--- src/rtl/mem_axi_bridge_pkg.sv ---
// Shared types and response codes for the memory bridge.
// Latency: none (declarations only).
// Backpressure: not applicable.
package mem_axi_pkg;

  typedef enum logic [1:0] {
    IDLE    = 2'd0,
    RD_WAIT = 2'd1,
    RD_RESP = 2'd2,
    WR_RESP = 2'd3
  } mem_axi_state_t;

  localparam logic [1:0] RESP_OKAY   = 2'b00;
  localparam logic [1:0] RESP_SLVERR = 2'b10;

endpackage

--- src/rtl/mem_axi_bridge.sv ---
// AXI-lite-style slave driving one external single-port BRAM, one transaction at a time, reads win.
// Latency: read accept T -> rvalid at T+2; write accept T -> bvalid at T+1.
// Backpressure: all ready outputs low outside IDLE; responses held until rready/bready.
module mem_axi_bridge
  import mem_axi_pkg::*;
#(
  parameter int ADDR_WIDTH = 20,
  parameter int DATA_WIDTH = 32,
  parameter int MEM_WORDS  = 4096,
  localparam int AW        = $clog2(MEM_WORDS)
) (
  input  logic                  clk,
  input  logic                  rst,
  input  logic                  arvalid,
  output logic                  arready,
  input  logic [ADDR_WIDTH-1:0] araddr,
  output logic                  rvalid,
  input  logic                  rready,
  output logic [DATA_WIDTH-1:0] rdata,
  output logic [1:0]            rresp,
  input  logic                  awvalid,
  output logic                  awready,
  input  logic [ADDR_WIDTH-1:0] awaddr,
  input  logic                  wvalid,
  output logic                  wready,
  input  logic [DATA_WIDTH-1:0] wdata,
  output logic                  bvalid,
  input  logic                  bready,
  output logic [1:0]            bresp,
  output logic                  mem_en,
  output logic                  mem_we,
  output logic [AW-1:0]         mem_addr,
  output logic [DATA_WIDTH-1:0] mem_wdata,
  input  logic [DATA_WIDTH-1:0] mem_rdata
);

  mem_axi_state_t state;
  mem_axi_state_t next_state;

  logic rd_ok;        // range check of the read in flight
  logic ar_in_range;
  logic aw_in_range;
  logic rd_accept;
  logic wr_accept;

  // Byte offset within a word carries no meaning for this memory.
  logic unused_addr_bits;
  assign unused_addr_bits = ^{araddr[1:0], awaddr[1:0]};

  // Word address (byte address without the low two bits) below the BRAM depth.
  function automatic logic word_in_range(input logic [ADDR_WIDTH-3:0] word);
    return {2'b00, word} < ADDR_WIDTH'(MEM_WORDS);
  endfunction

  assign ar_in_range = word_in_range(araddr[ADDR_WIDTH-1:2]);
  assign aw_in_range = word_in_range(awaddr[ADDR_WIDTH-1:2]);

  // Ready registers are only high in IDLE, so they also gate acceptance right after reset.
  assign rd_accept = (state == IDLE) && arready && arvalid;
  assign wr_accept = (state == IDLE) && awready && wready && awvalid && wvalid && !arvalid;

  // Next-state: reads take precedence over a simultaneous complete write request.
  always_comb begin
    next_state = state;
    case (state)
      IDLE: begin
        if (rd_accept)      next_state = RD_WAIT;
        else if (wr_accept) next_state = WR_RESP;
      end
      RD_WAIT: next_state = RD_RESP;
      RD_RESP: if (rready) next_state = IDLE;
      WR_RESP: if (bready) next_state = IDLE;
      default: next_state = IDLE;
    endcase
  end

  // State register plus all registered channel outputs.
  always_ff @(posedge clk) begin
    if (rst) begin
      state   <= IDLE;
      arready <= 1'b0;
      awready <= 1'b0;
      wready  <= 1'b0;
      rvalid  <= 1'b0;
      bvalid  <= 1'b0;
      rdata   <= '0;
      rresp   <= RESP_OKAY;
      bresp   <= RESP_OKAY;
      rd_ok   <= 1'b0;
    end else begin
      state   <= next_state;
      arready <= (next_state == IDLE);
      awready <= (next_state == IDLE);
      wready  <= (next_state == IDLE);
      case (state)
        IDLE: begin
          if (rd_accept) begin
            rd_ok <= ar_in_range;
          end else if (wr_accept) begin
            bvalid <= 1'b1;
            bresp  <= aw_in_range ? RESP_OKAY : RESP_SLVERR;
          end
        end
        RD_WAIT: begin
          rvalid <= 1'b1;
          rdata  <= rd_ok ? mem_rdata : '0;
          rresp  <= rd_ok ? RESP_OKAY : RESP_SLVERR;
        end
        RD_RESP: if (rready) rvalid <= 1'b0;
        WR_RESP: if (bready) bvalid <= 1'b0;
        default: ;
      endcase
    end
  end

  // BRAM drive only in the accept cycle and only for in-range words.
  always_comb begin
    mem_en    = 1'b0;
    mem_we    = 1'b0;
    mem_addr  = '0;
    mem_wdata = '0;
    if (!rst) begin
      if (rd_accept) begin
        mem_addr = araddr[AW+1:2];
        mem_en   = ar_in_range;
      end else if (wr_accept) begin
        mem_addr  = awaddr[AW+1:2];
        mem_en    = aw_in_range;
        mem_we    = aw_in_range;
        mem_wdata = wdata;
      end
    end
  end

endmodule

--- config.mk ---
export PLATFORM = sky130hd
export DESIGN_NAME = mem_axi_bridge
export DESIGN_NICKNAME = d
export VERILOG_FILES = /design/src/rtl/mem_axi_bridge_pkg.sv /design/src/rtl/mem_axi_bridge.sv
export SDC_FILE = /design/constraint.sdc
export NUM_CORES = 1
export LEC_CHECK = 0
export CELL_PAD_IN_SITES_DETAIL_PLACEMENT = 1
export CELL_PAD_IN_SITES_GLOBAL_PLACEMENT = 1
export CORE_MARGIN = 1.5
export CORE_UTILIZATION = 18
export CTS_CLUSTER_SIZE = 16
export DETAILED_ROUTE_END_ITERATION = 8
export PLACE_DENSITY_LB_ADDON = 0.2
export SLEW_MARGIN = 20
export SYNTH_ARGS = -nofsm -noshare
export SYNTH_HDL_FRONTEND = slang
export SYNTH_SLANG_ARGS = --single-unit
--- constraint.sdc ---
create_clock -name clk -period 2.7 [get_ports clk]
set_clock_uncertainty 0.2 [all_clocks]
set_input_delay 0.54 -clock clk [delete_from_list [all_inputs] [get_ports clk]]
set_output_delay 0.54 -clock clk [all_outputs]
set_load 0.005 [all_outputs]
==> impl_metrics.tcl, run 1 <==
set metrics [dict create \
    status "finished, final reports clean" \
    ant_nets 0 \
    critical_path_class "input port to primary output" \
    grt_max_degree 37 \
    tritoncts "built" \
    clkLatencyLatePin_ns 0.29 \
    swShare_pct 22.55 \
    intPower_w 0.001097 \
    worstPathArrival_ns 1.89 \
    seqPwrFrac_pct 42.6 \
    critPathMaxFanout 6 \
    synth-edff-count 0 \
    nFillCells 1208 \
    diodes 0 \
    grt.overflow.total 0 \
    syn_area_um2 1881 \
    post-route-period-util_pct 97.38 \
    post_drt_wl_per_cell_um 15.35 \
    root_buffer "clkbuf_8" \
    coreArea_um2 10230 \
    yosys-top-cells-area "dfxtp_1, and2_1, a21oi_1" \
    drt-initial-drc-count 53 \
    final_cells 577 \
    drive_gt1_share_pct 17.01 \
    gp_congestion 0.7249 \
    p_total_w 0.001417 \
    via_per_inst 4.270 \
    async_flop_share_pct 0 \
    cp-end-kind "primary output" \
    crit_family "buffers and inverters" \
    crit_chain "clkdlybuf4s15_1 > and4b_1 > and3_4 > buf_6 > buf_12 > buf_16 > and2_4 > clkdlybuf4s15_2" \
    regArea_um2 800.8 \
    fp.dieArea_um2 11070 \
    synth.avg_cell_area_um2 7.803 \
    grt_first_pass_wirelength_um 13450 \
    rsz0062_at_grt "false" \
    ff2ff_setup_slack_ns 1.12 \
    yosys_register_bits 40 \
    maxCapViolations 0 \
    dieHeight_um 105.2 \
    grt_pass1_vias 2572 \
    fin_crit_ns 2.629 \
    synth_warnings 0 \
    tightest_slew_ns 0.5738 \
    share_comb_of_total_power_pct 20.8 \
    synthToLayoutAreaGrowth_pct 123.2 \
    grt_usage_pct 15.49 \
    drv_slew 0 \
    power_switching_w 0.0003195 \
    antenna_found_initial 0 \
    netlist.area_leader.share_pct 42.58 \
    clockPowerShare_pct 36.6 \
    synth_cell_types 26 \
    synth.most_common_cell "dfxtp_1" \
    pre_cts_ws_ns -0.5987 \
    start_kind "input port" \
    cts_buffer_depth 2 \
    portBuffers 191 \
    dp.cells 559 \
    num-nets-final 551 \
    setup_viol 0 \
    cts_htree_levels 2 \
    power.density_nw_per_um2 337.6 \
    p_leak_nw 1.631 \
    vdd_drop_max_uv 178.2 \
    syn_inst 241 \
    multiInputGateArea_um2 993.5 \
    yosysTopAreaCell "dfxtp_1" \
    cp_num_buf_inv 5 \
    numCtsBuffers 5 \
    relSlewSlack_pct 61.69 \
    routed_wl_um 8859 \
    fmax_mhz 380.3 \
    synth_common_cells "dfxtp_1, a21oi_1, nand2_1" \
    vias 2464 \
    drt-pass1-iter-count 4 \
    clock-sinks 40 \
    placementRows 37 \
    final_core_util_pct 41.02 \
    cp.required_ns 1.96 \
    cpMaxStageDelayCell "and4b_1" \
    ys.flop_type "dfxtp_1" \
    fin_ws_ns 0.07074 \
    hold_class "flip-flop to flip-flop" \
    synth_seq_area_share_pct 42.58 \
    io_pins 198 \
    die-width_um 105.2 \
    ctsHoldBuffers 0 \
    dpl.hpwl_um 6602 \
    start_util_pct 18.38 \
    slowest_delay_ns 0.28 \
    drc_errors 0 \
    cts.clk_slew.worst_paths_ns 0.07 \
    hold_slack_ns 0.2532 \
    hold_viol 0 \
]
## placed cells by master, fill, tap and decap left out, types with 2 or more instances in the layout
cell and n:
conb_1 2, and2_1 31, nand3_1 34, nand2b_1 2
buf_16 3, buf_12 2, a21oi_1 35, dfxtp_1 40
clkdlybuf4s50_1 137, nand2_1 36, clkbuf_2 2, nor2_1 2
dlygate4sd2_1 6, clkbuf_8 6, clkdlybuf4s15_2 9, buf_4 18
buf_2 22, and2_4 2, o211a_1 2, clkdlybuf4s15_1 16
a22o_1 12
## flip-flops by register name (all words and copies together), names as in the netlist
signal	count
bresp	1
rdata	32
state	2
rd_ok	1
rresp	1
rvalid	1
wready	1
bvalid	1
## layout make-up
cell class	count	share of cell area, %
timing repair buffer	217	50.21
inverter	1	0.08945
clock buffer	6	1.968
clock inverter	2	0.9243
tap	136	4.055
sequential	40	19.08
multi-input combinational	175	23.67
## power groups by stage
stage	clock, W	combinational (W)	sequential [W]
global placement	0	0.000294	0.000616
floorplan	0	0.0000688	0.000618
global route	0.000574	0.000317	0.000604
detailed placement	0	0.000296	0.000617
finish	0.000519	0.000295	0.000603
CTS	0.000545	0.000299	0.000603
## worst register-to-register path, cell delays in order, from the launching register on
cell and delay [ns]:
dfxtp_1 0.69, buf_4 0.36, nand3_1 0.11, a21oi_1 0.16
## path summary, 6_finish.rpt
check             startpoint  depth (start not counted)       endpoint
setup / recovery     arvalid                          8  mem_wdata[31]
hold / removal     rdata[10]                          2      rdata[10]
setup reg to reg       rd_ok                          3      rdata[14]
hold reg to reg    rdata[10]                          2      rdata[10]
## metal layers
metal | share of wire (%) | up-vias | wire length, µm | track usage (%)
li1 | - | 1214 | - | -
met1 | 41 | 1145 | 3649 | 17.55
met2 | 50 | 103 | 4422 | 27.36
met3 | 8.6 | 2 | 763 | 6.494
met4 | 0.27 | 0 | 24 | 2.740
met5 | 0 | - | 0 | 0
## cell families after synthesis
logic type	after synthesis	synth area share (%)
flops	40	42.58
compound gates	53	17.43
other cells	1	0.1994
simple gates	120	33.20
buf+inv	27	6.587
## timing repair
item,in CTS,in global routing
cloned,5,0
pin swaps,6,3
resized for setup,157,9
buffers inserted,5,0
setup endpoints to repair,46,9
## through the flow
stage / TNS, ns / instance area [µm²]
2_1_floorplan: 0 / 1884
6_report: 0 / 4197
5_1_grt: 0 / 4197
3_3_place_gp: -18.57 / 3981
3_5_place_dp: -18.79 / 3981
4_1_cts: 0 / 4229
No activity file was read; power rests on OpenSTA's default activity.
==> run 2, diff against run 1 <==
--- a/config.mk
+++ b/config.mk
@@ -7,6 +7,7 @@
 export LEC_CHECK = 0
 export CELL_PAD_IN_SITES_DETAIL_PLACEMENT = 1
 export CELL_PAD_IN_SITES_GLOBAL_PLACEMENT = 1
+export CORE_ASPECT_RATIO = 1.2
 export CORE_MARGIN = 1.5
 export CORE_UTILIZATION = 18
 export CTS_CLUSTER_SIZE = 16
==> impl_metrics.tcl, run 2 (synthesis results as in run 1) <==
set metrics [dict create \
    multiInputGateArea_um2 993.5 \
    grt_usage_pct 16.03 \
    cp.required_ns 1.96 \
    antenna_found_initial 0 \
    ff2ff_setup_slack_ns 0.97 \
    crit_family "simple AND/OR/NAND/NOR gates" \
    cpMaxStageDelayCell "or4_4" \
    num-nets-final 556 \
    rsz0062_at_grt "false" \
    critical_path_class "input port to primary output" \
    gp_congestion 0.7067 \
    io_pins 198 \
    tritoncts "built" \
    regMostFlops "rdata" \
    min_from "rdata[21]" \
    coreArea_um2 10110 \
    hold_class "flip-flop to flip-flop" \
    final_cell_area_um2 4287 \
    min_path_cells 2 \
    p_leak_nw 1.698 \
    cts.clk_slew.worst_paths_ns 0.06 \
    cp-end-kind "primary output" \
    fin_crit_ns 2.658 \
    nFillCells 1185 \
    slowest_delay_ns 0.54 \
    final_common_cell "clkdlybuf4s50_1" \
    grt.overflow.total 0 \
    synthToLayoutAreaGrowth_pct 127.9 \
    grt_first_pass_wirelength_um 13440 \
    cts_htree_levels 2 \
    die-width_um 96.31 \
    start_kind "input port" \
    root_buffer "clkbuf_16" \
    final_cells 572 \
    drt-initial-drc-count 34 \
    layout_common_cells "clkdlybuf4s50_1, dfxtp_1, nand2_1" \
    clock-sinks 40 \
    power.density_nw_per_um2 378.6 \
    r2r_start "wready" \
    dieHeight_um 115.0 \
    grt_max_degree 37 \
    drv_slew 0 \
    r2r_end "rd_ok" \
    numCtsBuffers 5 \
    post_drt_wl_per_cell_um 15.83 \
    drt-pass1-iter-count 4 \
    r2r_cells 5 \
    worstHoldEndpoint "rdata[21]" \
    crit_chain "buf_2 > or4_4 > or4_4 > a21oi_2 > buf_2" \
    hold_viol 0 \
    ant_nets 0 \
    regArea_um2 800.8 \
    drc_errors 0 \
    portBuffers 191 \
    placementRows 40 \
    fp.dieArea_um2 11070 \
    via_per_inst 4.395 \
    ctsHoldBuffers 0 \
    top_regs "rdata (32), state (2)" \
    final_core_util_pct 42.40 \
    dpl_cell_area_um2 3976 \
    critPathMaxFanout 2 \
    cp_num_buf_inv 2 \
    setup_viol 0 \
    worstPathArrival_ns 1.92 \
    grt_pass1_vias 2648 \
    dpl.hpwl_um 6666 \
    status "finished, final reports clean" \
    fmax_mhz 376.3 \
    diodes 0 \
    routed_wl_um 9056 \
    dp.cells 550 \
    vdd_drop_max_uv 210.1 \
    post-route-period-util_pct 98.44 \
    clkLatencyLatePin_ns 0.28 \
    maxCapViolations 0 \
    cts_buffer_depth 2 \
    vias 2514 \
    largest_register_ffs 32 \
    start_util_pct 18.60 \
    drive_gt1_share_pct 19.28 \
]
run 2: changes by cell type in the layout (fill, tap and decap cells not counted), moves of 3 or more:
cell | before | now
buf_2 | 22 | 30
clkdlybuf4s15_2 | 9 | 4
buf_6 | 1 | 4
clkbuf_16 | 0 | 5
dlygate4sd2_1 | 6 | 3
clkbuf_8 | 6 | 2
run 2: power by group:
group | switching, W | internal (W)
Clock | 0.000233 | 0.000486
Sequential | 0.00000493 | 0.000598
Combinational | 0.0000978 | 0.000203
run 2: timing repair:
item                       in CTS  in global routing
pin swaps                       5                  2
resized for setup             184                  5
cloned                          5                  0
setup endpoints to repair      46                 24
buffers inserted                9                  1
run 2: worst max path at each step:
stage / to / startpoint / slack, ns / cells past startpoint
floorplan: mem_en / araddr[19] / 0.33 / 3
global route: mem_en / araddr[17] / 0.0003 / 5
global placement: mem_en / araddr[19] / -0.68 / 5
CTS: mem_en / araddr[17] / 0.006 / 5
finish: mem_en / araddr[17] / 0.04 / 5
detailed placement: mem_en / araddr[19] / -0.73 / 5
run 2: worst register-to-register path: cells and delay by family (launching register included):
kind                   cells  cell delay (ns)
and+or+nand+nor            2             0.66
AOI/OAI and AO/OA          1             0.10
buffers and inverters      2             0.32
DFF                        1             0.39
run 2: layer usage:
layer | global-route usage, % | vias to the layer above | part of all wire (%)
met2 | 30.47 | 130 | 52
met5 | 0 | - | 0
met4 | 3.478 | 0 | 0.86
li1 | - | 1225 | -
met3 | 7.275 | 8 | 12
met1 | 15.60 | 1151 | 36
run 2: area by class of cell:
class                   count  area share [%]
clock buffers               7           3.561
clock inverters             1          0.7005
inverters                   1         0.08757
multi-input cells         175           23.18
flip-flops and latches     40           18.68
well taps                 126           3.678
repair buffers            222           50.12
run 2: per-stage QoR:
stage	TNS (ns)	worst slack (ns)	power [W]	hold WS, ns
final	0	0.04220	0.001623	0.2485
after global routing	0	0.0003073	0.001699	0.2703
after CTS	0	0.006128	0.001656	0.2544
after detailed placement	-19.58	-0.7270	0.0009109	0.2458
after global placement	-19.73	-0.6769	0.0009104	0.2372
after floorplan	0	0.3304	0.0006866	0.2483
